### src/rtl/block_check_sched.sv
// Round-robin scheduler sharing one begin/end nesting checker among N_CH byte sources.
// Optional idle timeout per message: define BLOCK_CHECK_SCHED_TIMEOUT_EN.
module block_check_sched #(
  parameter int          N_CH    = 4,
  parameter logic [7:0]  TERM    = 8'h0A,
  parameter int          TIMEOUT = 255
) (
  input  logic                clk,
  input  logic                reset,
  input  logic [N_CH-1:0]     req,
  input  logic [8*N_CH-1:0]   in_char,
  input  logic [N_CH-1:0]     in_valid,
  output logic [N_CH-1:0]     in_ready,
  output logic                chk_reset,
  output logic                chk_en,
  output logic [7:0]          chk_in,
  input  logic                chk_result,
  output logic                busy,
  output logic                res_valid,
  output logic [2:0]          res_chan,
  output logic                res_ok,
  output logic                res_abort
);

  typedef enum logic [2:0] {IDLE, CLR, STREAM, SETTLE, REPORT} state_t;

  state_t            state;
  logic [2:0]        grant;
  logic [2:0]        rr_ptr;
  logic [2:0]        next_grant;
  logic              any_req;
  logic [3:0]        pos;
  logic [N_CH-1:0]   grant_mask;
  logic [7:0]        cur_char;
  logic              cur_valid;
  logic              is_term;
  logic              timed_out;
  logic              abort_pend;

  if (N_CH < 2 || N_CH > 8 || TIMEOUT < 1 || TIMEOUT > 255) begin : g_bad_param
    $error("block_check_sched: N_CH must be 2..8 and TIMEOUT 1..255");
  end

  // First requester at or above rr_ptr, wrapping modulo N_CH.
  always_comb begin
    any_req    = 1'b0;
    next_grant = '0;
    pos        = '0;
    for (int unsigned i = 0; i < N_CH; i++) begin
      pos = 4'(rr_ptr) + 4'(i);
      if (pos >= 4'(N_CH)) pos = pos - 4'(N_CH);
      if (!any_req && (|(req & (N_CH'(1) << pos)))) begin
        any_req    = 1'b1;
        next_grant = pos[2:0];
      end
    end
  end

  always_comb begin
    grant_mask = N_CH'(1) << grant;
    cur_valid  = |(in_valid & grant_mask);
    cur_char   = '0;
    for (int unsigned i = 0; i < N_CH; i++) begin
      if (grant == 3'(i)) cur_char = in_char[8*i +: 8];
    end
    is_term = (cur_char == TERM);
  end

  always_comb begin
    in_ready  = (state == STREAM) ? grant_mask : '0;
    chk_en    = (state == STREAM) && cur_valid && !is_term;
    chk_in    = chk_en ? cur_char : '0;
    chk_reset = reset || (state == CLR);
    busy      = (state != IDLE);
  end

`ifdef BLOCK_CHECK_SCHED_TIMEOUT_EN
  logic [7:0] idle_cnt;

  assign timed_out = (state == STREAM) && !cur_valid && (idle_cnt == 8'(TIMEOUT - 1));

  always_ff @(posedge clk) begin
    if (reset) begin
      idle_cnt   <= '0;
      abort_pend <= 1'b0;
    end else begin
      case (state)
        CLR: begin
          idle_cnt   <= '0;
          abort_pend <= 1'b0;
        end
        STREAM: begin
          if (cur_valid) idle_cnt <= '0;
          else           idle_cnt <= idle_cnt + 8'd1;
          if (timed_out) abort_pend <= 1'b1;
        end
        default: ;
      endcase
    end
  end
`else
  assign timed_out  = 1'b0;
  assign abort_pend = 1'b0;
  assign res_abort  = 1'b0;
`endif

  always_ff @(posedge clk) begin
    if (reset) begin
      state     <= IDLE;
      grant     <= '0;
      rr_ptr    <= '0;
      res_valid <= 1'b0;
      res_chan  <= '0;
      res_ok    <= 1'b0;
`ifdef BLOCK_CHECK_SCHED_TIMEOUT_EN
      res_abort <= 1'b0;
`endif
    end else begin
      case (state)
        IDLE: begin
          res_valid <= 1'b0;
          if (any_req) begin
            grant <= next_grant;
            state <= CLR;
          end
        end
        CLR: state <= STREAM;
        STREAM: begin
          if ((cur_valid && is_term) || timed_out) state <= SETTLE;
        end
        SETTLE: begin
          // Checker verdict is valid one cycle after the last forwarded byte.
          res_ok    <= chk_result && !abort_pend;
          res_chan  <= grant;
          res_valid <= 1'b1;
`ifdef BLOCK_CHECK_SCHED_TIMEOUT_EN
          res_abort <= abort_pend;
`endif
          state     <= REPORT;
        end
        REPORT: begin
          res_valid <= 1'b0;
          rr_ptr    <= (grant == 3'(N_CH - 1)) ? 3'd0 : grant + 3'd1;
          state     <= IDLE;
        end
        default: state <= IDLE;
      endcase
    end
  end

endmodule

### config.mk
export PLATFORM = sky130hd
export DESIGN_NAME = block_check_sched
export DESIGN_NICKNAME = d
export VERILOG_FILES = /design/src/rtl/block_check_sched.sv
export SDC_FILE = /design/constraint.sdc
export NUM_CORES = 1
export LEC_CHECK = 0
export ABC_AREA = 1
export ABC_CLOCK_PERIOD_IN_PS = 4500
export CORE_ASPECT_RATIO = 1.5
export CORE_UTILIZATION = 45
export CTS_CLUSTER_DIAMETER = 150
export DETAILED_ROUTE_END_ITERATION = 8
export GPL_TIMING_DRIVEN = 0
export PLACE_DENSITY = 0.85
export SLEW_MARGIN = 20
export SYNTH_ARGS = -nofsm -noshare
export SYNTH_HDL_FRONTEND = slang
export SYNTH_SLANG_ARGS = --single-unit
export TNS_END_PERCENT = 20
### constraint.sdc
create_clock -name clk -period 4.5 [get_ports clk]
set_clock_uncertainty 0.05 [all_clocks]
set_input_delay 0.675 -clock clk [delete_from_list [all_inputs] [get_ports clk]]
set_output_delay 0.675 -clock clk [all_outputs]
set_load 0.02 [all_outputs]
* Yosys cells after proc, flatten, opt, wreduce, memory -nomap -nowiden
Cells that the tools add are included.
** Storage, ports and cells
- Bits in registers :: 14
- Input bits :: 43
- Word-level logic and storage cells :: 84
** Operators by class
- Add/subtract/negate cells :: 8
- Magnitude comparators :: 4
- Eq/ne operators :: 10
- Shifts and indexed selects :: 5
- Mux-type cells :: 23
- Bitwise logic cells :: 5
- Reduce and logical (&&, ||, !) cells :: 23
** Operators by type and width (number)
- 8-bit 2-to-1 mux :: 5
- 3-bit 2-to-1 mux :: 7
- 4-bit bitwise AND :: 5
- 4-bit 2-to-1 mux :: 5
- 4-bit OR reduction :: 5
- 1-bit by 4-bit << shifter with 4-bit output, first input constant :: 4
- 3-bit by 2-bit equality test with 1-bit output, second input constant :: 4
- 4-bit by 3-bit >= comparator with 1-bit output, second input constant :: 3
- 3-bit case mux with 4 select lines :: 1
- 4-bit by 3-bit subtractor with 4-bit output, second input constant :: 3
- 3-bit by 2-bit adder with 4-bit output, second input constant :: 2
- 8-bit by 4-bit equality test with 1-bit output, second input constant :: 1
- 3-bit by 1-bit equality test with 1-bit output, second input constant :: 2
- 1-bit logical AND :: 6
- 3-bit zero test :: 2
- 3-bit by 1-bit adder with 4-bit output, second input constant :: 1
- 1-bit zero test :: 4
- 1-bit 2-to-1 mux :: 4
- 2-bit AND reduction :: 2
- 1-bit by 3-bit << shifter with 4-bit output, first input constant :: 1
- 3-bit by 3-bit subtractor with 4-bit output, second input constant :: 1
- 3-bit by 1-bit adder with 3-bit output, second input constant :: 1
- 3-bit equality test, second input constant :: 1
- 3-bit >= comparator, second input constant :: 1
- 7 further kinds :: 7

* Depth between registers and ports, before layout
- Word-level depth :: 17
- Gate-level depth with buffers :: 15

* Worst setup path before layout
No wires, ideal clock.
- Path type :: flip-flop to output port
- Start :: register grant[0]
- End :: output chk_in[1]
- Data arrival time :: 1.764 ns
- Setup slack :: 2.011 ns
- Cell stages (with the launch flop) :: 13
- Cells stage by stage :: dfxtp_1 inv_1 ha_1 inv_1 nor2_1 nand2_1 nand3_1 a21oi_1 nand2_1 nor2_1 nand2_1 nand2_2 a21oi_1
** On the way
- Longest elaborated chain between the ends :: 9
- Elaborated cells on any way between the ends :: 16
** Ends and longest elaborated chain
- from (decl) :: line 28 : logic [2:0] grant;
- from (signal assigned) :: line 123 : grant <= next_grant;
- 3-bit zero test :: line 64 : if (grant == 3'(i)) cur_char = in_char[8*i +: 8];
- 8-bit 2-to-1 mux (4 in a row) :: line 64
- 8-bit by 4-bit equality test with 1-bit output :: line 66 : is_term = (cur_char == TERM);
- 1-bit zero test :: line 71 : chk_en = (state == STREAM) && cur_valid && !is_term;
- 1-bit logical AND :: line 71
- 8-bit 2-to-1 mux (*) :: line 72 : chk_in = chk_en ? cur_char : '0;
- to (decl) :: line 16 : output logic [7:0] chk_in,
Every way passes the cells marked *; elsewhere a longest branch is shown, timed or not.

* Final worst setup path
Ends and elaborated chain as after synthesis.

==> impl_results.rst <==
.. list-table::
   :header-rows: 1

   * - Metric
     - Value
   * - Status
     - complete, no violations
   * - Crit start category
     - flip-flop
   * - Mean instance size in the synthesized netlist
     - approximately 5.4 µm²
   * - Post-synthesis to final-layout area growth
     - 49.1%
   * - Longest individual stage delay on the worst path
     - around 0.62 ns
   * - Initial Utilization
     - 47.2%
   * - Relative slew slack
     - between 60% and 70%
   * - Cell family with most CP delay
     - simple AND/OR/NAND/NOR gates
   * - Cells on worst reg2reg path
     - 9
   * - Detailed-route DRC error count
     - 0
   * - Post-synth net total
     - roughly 330
   * - Final count of hold timing violations
     - 0
   * - Portion of netlist area occupied by mux cells
     - 0%
   * - Floorplan die area
     - approximately 0.0035 mm²
   * - Met3 capacity usage during global routing
     - 3.14%
   * - Post-synthesis compound-gate area fraction
     - 15.1%
   * - Number of gates resized after CTS
     - 0
   * - Sequential Power Share
     - 19.6%
   * - Hold path startpoint
     - res_valid
   * - Part of the power in combinational logic
     - between 60% and 70%
   * - Fraction of layout instances using a drive strength above 1
     - 3.85%
   * - Worst R2R End
     - grant[2]
   * - Core ar.
     - 0.00313 mm²
   * - Commonest non-fill, non-tap cell in the layout
     - nand2_1
   * - Class of the most critical setup path
     - reg2out
   * - Worst hold path cell count
     - 2
   * - Number of placement rows
     - 25
   * - Arrival time reported for the critical path endpoint
     - 2.78 ns
   * - Cells along the critical path
     - inv_1 -> ha_1 -> inv_1 -> nor2_1 -> nand2_1 -> nand3_1 -> a21oi_1 -> nand2_1 -> nor2_1 -> nand2_1 -> nand2_2 -> a21oi_1 -> clkdlybuf4s50_1
   * - Number of buffers added on ports
     - between 60 and 70
   * - First-iteration detailed-routing DRC count
     - 51
   * - Final Max Slew Viols
     - 0
   * - Clk pwr share
     - 13.6%
   * - Placement-stage worst setup slack
     - around 1.2 ns
   * - DRT antenna net count
     - 0
   * - Minimum setup slack among reg-to-reg paths
     - 2.45 ns
   * - Adder and majority gate portion of the synthesized area
     - under 10%
   * - Clock latency at the later pin of the worst-skew pair
     - 0.25 ns
   * - Routability Congestion
     - 0.912
   * - Cell repeated most along the worst path
     - nand2_1
   * - Total global-route track usage
     - roughly 25%
   * - Clock root buffer
     - clkbuf_8
   * - Worst path slowest cell
     - clkdlybuf4s50_1
   * - WL final
     - 4.46 mm
   * - Library cell occupying the most area in the post-synthesis netlist
     - dfxtp_1
   * - Antenna violations before repair
     - 0
   * - End of the worst hold path
     - res_valid
   * - Cell area after technology mapping
     - approximately 0.0015 mm²
   * - Total half-perimeter wirelength after legalization and detailed placement
     - 3.56 mm
   * - Leakage
     - around 0.0011 µW
   * - Dominant combinational cell family by area after synthesis
     - simple AND/OR/NAND/NOR gates
   * - Area fraction in and, or, nand and nor cells after synthesis
     - 40.6%
   * - Kind of end point of the critical path
     - output pin
   * - Io pins
     - 64
   * - Period minus WS final
     - between 3 and 4 ns
   * - CTS tree
     - done
   * - NumNets Final
     - approximately 390
   * - Req. time, crit path
     - 3.77 ns
   * - Total negative setup slack
     - 0 ns
   * - Unrepaired setup endpoints after global routing
     - no
   * - Avg Vias per Cell
     - 4.88
   * - Clock-pin slew reported for the worst setup and hold paths after clock tree synthesis
     - 0.06 ns
   * - First-pass GRT wire length
     - 7.06 mm
   * - Most congested layer reported by global routing
     - met2
   * - Switching power summed over all nets
     - around 430 µW
   * - Pin count of the biggest net entering global routing
     - 11
   * - Buffers & Inverters on Critical Path
     - 3
   * - Count of buffers added by post-CTS timing repair for setup
     - 0
   * - Worst hold-check path type
     - reg2reg
   * - Count of different cell masters after synthesis
     - 25
   * - Share of the clock period used by the worst path after layout
     - 77.8%
   * - Final critical-path setup slack
     - around 1 ns
   * - Longest Clk Path Bufs
     - 2
   * - Met2 usage
     - 49.5%
   * - Number of maximum-capacitance constraint violations
     - 0
   * - DIE WIDTH
     - 48.8 µm
   * - Number of antenna repair diodes
     - 0
   * - Number of hold buffers added after cts
     - 0
   * - Via Count
     - between 1,500 and 2,000
   * - Wire length per cell
     - 11.8 µm
   * - Power density over the cells
     - between 400 and 500 mW/mm²
   * - Internal power
     - 463 µW
   * - Commonest cells after routing, fill and taps aside
     - nand2_1, clkdlybuf4s50_1, inv_1
   * - Number of buffers added by the clock tree synthesis step
     - 3
   * - Largest voltage drop on the vdd net
     - 341 µV
   * - Startpoint of the most critical register-to-register path
     - rr_ptr[0]
   * - Fraction of synthesized cell area taken by the top area cell type
     - 19.0%
   * - Syn. warnings
     - 0
   * - Achievable Freq
     - 285 MHz
   * - Fraction of met1 tracks used by global routing
     - between 20% and 30%
   * - Worst slew pin tran
     - a little over 0.5 ns
   * - Sw Share
     - 48.3%
   * - H-tree levels
     - 1
   * - Total iterations of the first detailed-routing run
     - 6
   * - Congestion Overflow GR
     - 0
   * - Setup-failing EPs final
     - 0
   * - Sinks on Clock Net
     - 14
   * - Cell types occupying the most area after synthesis
     - dfxtp_1, nand2_1, inv_1
   * - Seq/Total Area, Yosys
     - 19.0%
   * - Post-synthesis register bit count
     - 14
   * - Chip height
     - 72.2 µm
   * - Vias in the first global route
     - 1,671
   * - Biggest fanout along the worst timing path
     - 9
   * - XOR/XNOR share of the synthesized area
     - 0%
   * - Cell count after synthesis
     - 272
flip-flops by register name, summed over array words and instances, names as in the netlist:
signal / count
res_ok: 1
res_valid: 1
res_chan: 3
rr_ptr: 3
state: 3
grant: 3
logic make-up after synthesis:
| group | count (synthesis) |
|---|---|
| flip-flops | 14 |
| buffers and inverters | 60 |
| other | 1 |
| adder cells (fa/ha/maj) | 10 |
| AND/OR/NAND/NOR | 148 |
| AO/OA/AOI/OAI | 39 |
how the worst max path moves through the flow:
stage	startpoint	end	cells past startpoint
floorplan	grant[0]	chk_in[1]	12
global placement	in_char[5]	chk_in[1]	12
detailed placement	in_char[5]	chk_in[1]	12
CTS	grant[0]	chk_in[1]	13
global route	grant[0]	chk_in[0]	14
finish	grant[0]	chk_in[1]	13
metrics by stage:
stage / utilization, % / cells / power [µW] / cell area (µm²) / hold WS, ns
6_report: 70.4 / 378 / 895 / 2200 / 0.431
5_1_grt: 70.4 / 378 / 986 / 2200 / 0.458
4_1_cts: 70.4 / 378 / 893 / 2200 / 0.433
3_5_place_dp: 68.7 / 374 / 768 / 2150 / 0.426
3_3_place_gp: 68.7 / 374 / 760 / 2150 / 0.408
2_1_floorplan: - / 272 / 576 / 1480 / 0.424
power groups by stage:
| stage | logic [µW] | clock network (µW) | registers, µW |
|---|---|---|---|
| global placement | 585 | 0 | 175 |
| detailed placement | 591 | 0 | 176 |
| finish | 599 | 121 | 175 |
| global route | 679 | 128 | 178 |
| CTS | 595 | 123 | 175 |
| floorplan | 397 | 0 | 179 |
cells in the mapped netlist (all sizes together):
cell type  count
o211a          1
nand3b         2
a211oi         2
o21bai         1
clkinv         1
inv           54
conb           1
a21boi         1
o21ai         14
buf            5
nor2          45
a21oi         16
a22o           2
nor3           2
nand2         76
dfxtp         14
o211ai         1
ha            10
a21o           1
or2            1
nand3         22
worst min-delay path, delay by kind of cell (launching register included):
| kind | cells | cell delay [ns] |
|---|---|---|
| flops | 1 | 0.32 |
| simple gates | 1 | 0.06 |
| compound gates | 1 | 0.05 |
routing by layer:
| metal | wire [µm] | share of wire (%) |
|---|---|---|
| met3 | 241 | 5.4 |
| met1 | 1790 | 40 |
| met5 | 0 | 0 |
| met4 | 125 | 2.8 |
| met2 | 2300 | 52 |
cell type report:
type | instances | area [µm²]
fill | 299 | 925
multi-input combinational | 198 | 952
tap | 40 | 50.0
sequential | 14 | 280
inverter | 55 | 206
timing repair buffer | 62 | 621
clock buffer | 4 | 55.1
buffer | 5 | 38.8
(Power assumes the default switching activity.)
==> RTL change 1, RTL diff (same flow settings) <==
Build with the macro `BLOCK_CHECK_SCHED_TIMEOUT_EN` defined.
--- a/src/rtl/block_check_sched.sv
+++ b/src/rtl/block_check_sched.sv
@@ -1,5 +1,7 @@
 // Round-robin scheduler sharing one begin/end nesting checker among N_CH byte sources.
 // Optional idle timeout per message: define BLOCK_CHECK_SCHED_TIMEOUT_EN.
+`define BLOCK_CHECK_SCHED_TIMEOUT_EN
+
 module block_check_sched #(
   parameter int          N_CH    = 4,
   parameter logic [7:0]  TERM    = 8'h0A,
Behaviour: same outputs for any inputs over 10 cycles, from zero or initial values and one cycle with reset high; that may be too few to reach the edited logic, so the function may still have changed.
==> RTL change 1 against the original RTL <==
- sequential cell count rose by 10
- setup slack got worse by 0.084 ns
- total power rose by 3.9%
- via count rose by 20%
- register-to-register slack got worse by 0.14 ns
- largest power group unchanged
- first-iteration DRC count rose to 2.8 times the old value
- sequential share of layout area rose by 4.8 points
- final area rose by 24%
- routed wire length rose by 19%
- critical endpoint is now chk_in[7]
- synthesized area rose by 36%
==> RTL change 1: results (changes against the original RTL) <==
* R2r worst-path depth at 14 (+5)
* Synth Area in Adders at 7.45% (-1.0 points)
* Outcome: finished clean
* Via count at 2206 (+20%)
* GR Util All Layers at 22.7% (-2.7 points)
* Sequential share of power at 27.4% (+7.8 points)
* Top cells by area, synth: dfxtp_1, nand2_1, inv_1, nor2_1, ha_1
* First-pass GRT wire length at 8960 um (+27%)
* Synth Area in Compound Gates at 13.7% (-1.4 points)
* Multi-input gates at 235 (+19%)
* Met2 WL post-DR at 2770 um (+21%)
* Multi-input gate area at 1250 sq um (+31%)
* Largest net degree at the start of global routing at 13 (+2)
* Routing usage on met1 at 24.1% (-1.9 points)
* Cells after DPL at 434 (+16%)
* Sequential share of cell area at 17.6% (+4.8 points)
* Worst-path clk slew at 0.08 ns (+0.02 ns)
* Layout cell share with drive strength beyond 1 at 7.67% (+3.8 points)
* Detailed Route WL at 5300 um (+19%)
* Fillers at 375 (+25%)
* M1 WL at 2140 um (+19%)
* Min Hold Slack at 0.425 ns (-0.00532 ns)
* Worst IR Drop VDD at 0.387 mV (+13%)
* Top post-synthesis cells by count: nand2_1, inv_1, nor2_1, nand3_1, dfxtp_1
* Reg-to-reg endpoint: state[0]
* Repair and plain buffers at 69 (+3.0%)
* Post-DP HPWL at 4290 um (+21%)
* NonClk Buf Share at 24.9% (-5.0 points)
* Critical R2R Launch: grant[0]
* Max-slew headroom at 69.7% (+3.9 points)
* Die width at 56.6 um (+16%)
* Sequential element share of the synthesized area at 23.8% (+4.9 points)
[RTL change 1: cell count changes after synthesis, sizes merged, moves of 3 or more]
cell / delta
a21oi: +5
inv: +5
nor2: -3
nand2: +8
dfxtp: +10
nand3: +7
or2: +3
nand4: +5
[RTL change 1: how the worst max path moves through the flow]
stage,endpoint,slack (ns),startpoint
after global routing,chk_in[6],0.67,grant[0]
after floorplan,chk_in[1],2.03,grant[0]
after global placement,chk_in[7],1.15,in_char[5]
final,chk_in[7],0.91,grant[0]
after CTS,chk_in[7],0.93,grant[0]
after detailed placement,chk_in[7],1.16,in_char[5]
[RTL change 1: critical path, stage by stage, from the launching register on]
cell and delay [ns]:
dfxtp_1 0.33, inv_1 0.16, ha_1 0.31, inv_1 0.06, nor2_1 0.21, nand2_1 0.09
nand2_1 0.07, inv_1 0.04, a21oi_1 0.26, nand2_1 0.09, nor2_1 0.12, nand2_2 0.08
nand2_4 0.12, or2_1 0.11, inv_1 0.03, clkdlybuf4s50_1 0.52
==> RTL change 2, RTL diff (same settings) <==
Made on the original files. The 5 states of `state_t` get a one-hot encoding in 5 bits.
--- a/src/rtl/block_check_sched.sv
+++ b/src/rtl/block_check_sched.sv
@@ -22,7 +22,7 @@
   output logic                res_abort
 );
 
-  typedef enum logic [2:0] {IDLE, CLR, STREAM, SETTLE, REPORT} state_t;
+  typedef enum logic [4:0] {IDLE = 5'b00001, CLR = 5'b00010, STREAM = 5'b00100, SETTLE = 5'b01000, REPORT = 5'b10000} state_t;
 
   state_t            state;
   logic [2:0]        grant;
Function: no difference found for any inputs over 10 cycles, from zero or initial values and one cycle with reset high; not proved beyond that.
==> RTL change 2 against the original RTL <==
- sequential share of layout area increased by 0.61 points
- via count up 1.6%
- sequential cell count up 2
- setup slack better by 0.034 ns
- worst hold slack improved by 0.021 ns
- highest routed layer unchanged
- core utilization is 1.4 points lower
- non-clock buffer count rose by 1
- synthesized area up 14%
- routed wire length increased by 4.1%
- critical path type unchanged
- final area grew 9.1%
- total power fell by 19%
==> RTL change 2: results (changes against the original RTL) <==
* GR Util All Layers at 23.7% (-1.8 points)
* Post-DP HPWL at 3690 um (+3.7%)
* Via count at 1873 (+1.6%)
* Yosys cell types at 39 (+56%)
* Syn nets at 322 (-0.92%)
* Top post-synthesis cells by count: nand2_1, inv_1, nor2_1, nand3_1, dfxtp_1
* # Post-CTS Setup Buffers at 0 (unchanged)
* Clock latency on the worst-skew pair at 0.25 ns (about the same)
* Pre-antenna DRT Iters at 4 (-2)
* First-pass GRT wire length at 7290 um (+3.3%)
* Routing usage on met1 at 21.8% (-4.1 points)
* Critical-path top delay cell: clkdlybuf4s50_1
* Reg-to-reg endpoint: state[3]
* Global placement routability congestion at 0.868 (-4.8%)
* Placed inst area at 2360 sq um (+10%)
* Detailed Route WL at 4640 um (+4.1%)
* Arrival @ worst endpoint at 2.74 ns (-0.04 ns)
* Setup crit end: chk_in[3]
* Layout cell share with drive strength beyond 1 at 13.8% (+9.9 points)
* Sequential element share of the synthesized area at 19.0% (about the same)
* CTS resizes at 0 (unchanged)
* Nets at 389 (-0.77%)
* Top reg by flops: state
* Worst IR Drop VDD at 0.225 mV (-34%)
* Register-to-register setup slack at 2.36 ns (-0.09 ns)
* Outcome: finished clean
* Vias in the first global route at 1715 (+2.6%)
* Largest net degree at the start of global routing at 11 (unchanged)
* Top cells by area, synth: dfxtp_1, nand2_1, inv_1, ha_1, nor2_1
* R2r worst-path depth at 11 (+2)
* M3 GR Usage at 5.56% (+2.4 points)
* Critical R2R Launch: rr_ptr[1]
* Leakage at 1.15 nW (+2.8%)
* Antenna diode instance count at 0 (unchanged)
* Met2 GRT Util at 46.4% (-3.1 points)
* Port Buffers at 62 (unchanged)
* Initial DRC Count at 34 (-33%)
## RTL change 2: changes by cell type after synthesis, sizes merged, moves of 3 or more
cell / unedited run / this run
nor2: 45 / 33
nor3: 2 / 8
inv: 54 / 49
nand4: 0 / 5
o22ai: 0 / 4
a21boi: 1 / 4
o21ai: 14 / 11
## RTL change 2: final cells by class
cell class | instances | area [sq um]
Sequential cell | 16 | 320
Timing Repair Buffer | 62 | 621
Clock buffer | 3 | 41.3
Buffer | 6 | 67.6
Multi-Input combinational cell | 196 | 1110
Tap cell | 42 | 52.6
Fill cell | 317 | 1080
Inverter | 51 | 194
## RTL change 2: critical path, delay by kind of cell, from the launching register on
| family | cells | cell delay (ns) |
|---|---|---|
| adders and majority gates | 1 | 0.20 |
| and+or+nand+nor | 7 | 0.93 |
| buffers and inverters | 3 | 0.83 |
| AOI/OAI and AO/OA | 2 | 0.21 |
| DFF | 1 | 0.32 |
## RTL change 2: metrics by stage
| step | std cells | util (%) | hold slack, ns | setup slack [ns] |
|---|---|---|---|---|
| 6_report | 376 | 69.1 | 0.452 | 1.03 |
| 5_1_grt | 376 | 69.1 | 0.493 | 0.839 |
| 4_1_cts | 376 | 69.1 | 0.452 | 1.06 |
| 3_5_place_dp | 373 | 67.9 | 0.432 | 1.17 |
| 3_3_place_gp | 373 | 67.9 | 0.437 | 1.18 |
| 2_1_floorplan | 269 | - | 0.455 | 1.97 |
## RTL change 2: worst min path at each step
stage	from	endpoint	cells past startpoint
finish	res_valid	res_valid	2
global route	res_valid	res_valid	2
CTS	res_valid	res_valid	2
detailed placement	res_valid	res_valid	2
global placement	res_valid	res_valid	2
floorplan	rr_ptr[2]	rr_ptr[2]	2
## RTL change 2: cells by family (layout without fill, tap and decap cells)
logic type      count (synthesis)  after routing  synth area share, %
compound gates                 36             36                 14.1
xor+xnor                        1              1                0.519
fa+ha+maj                      10             10                 7.41
buf+inv                        57            122                 15.5
flops                          16             16                 19.0
other cells                     1              1                0.222
simple gates                  148            148                 43.3
## RTL change 2: where the power goes
part	total, mW	switching, mW	internal [mW]
sequential	0.169	0.0138	0.156
combinational	0.445	0.268	0.177
clock	0.107	0.0477	0.0595
total	0.722	0.330	0.392
## RTL change 2: metal layers
layer | routed length [um] | share of wire [%]
met1 | 1810 | 39
met2 | 2310 | 50
met3 | 404 | 8.7
met4 | 114 | 2.5
met5 | 0 | 0
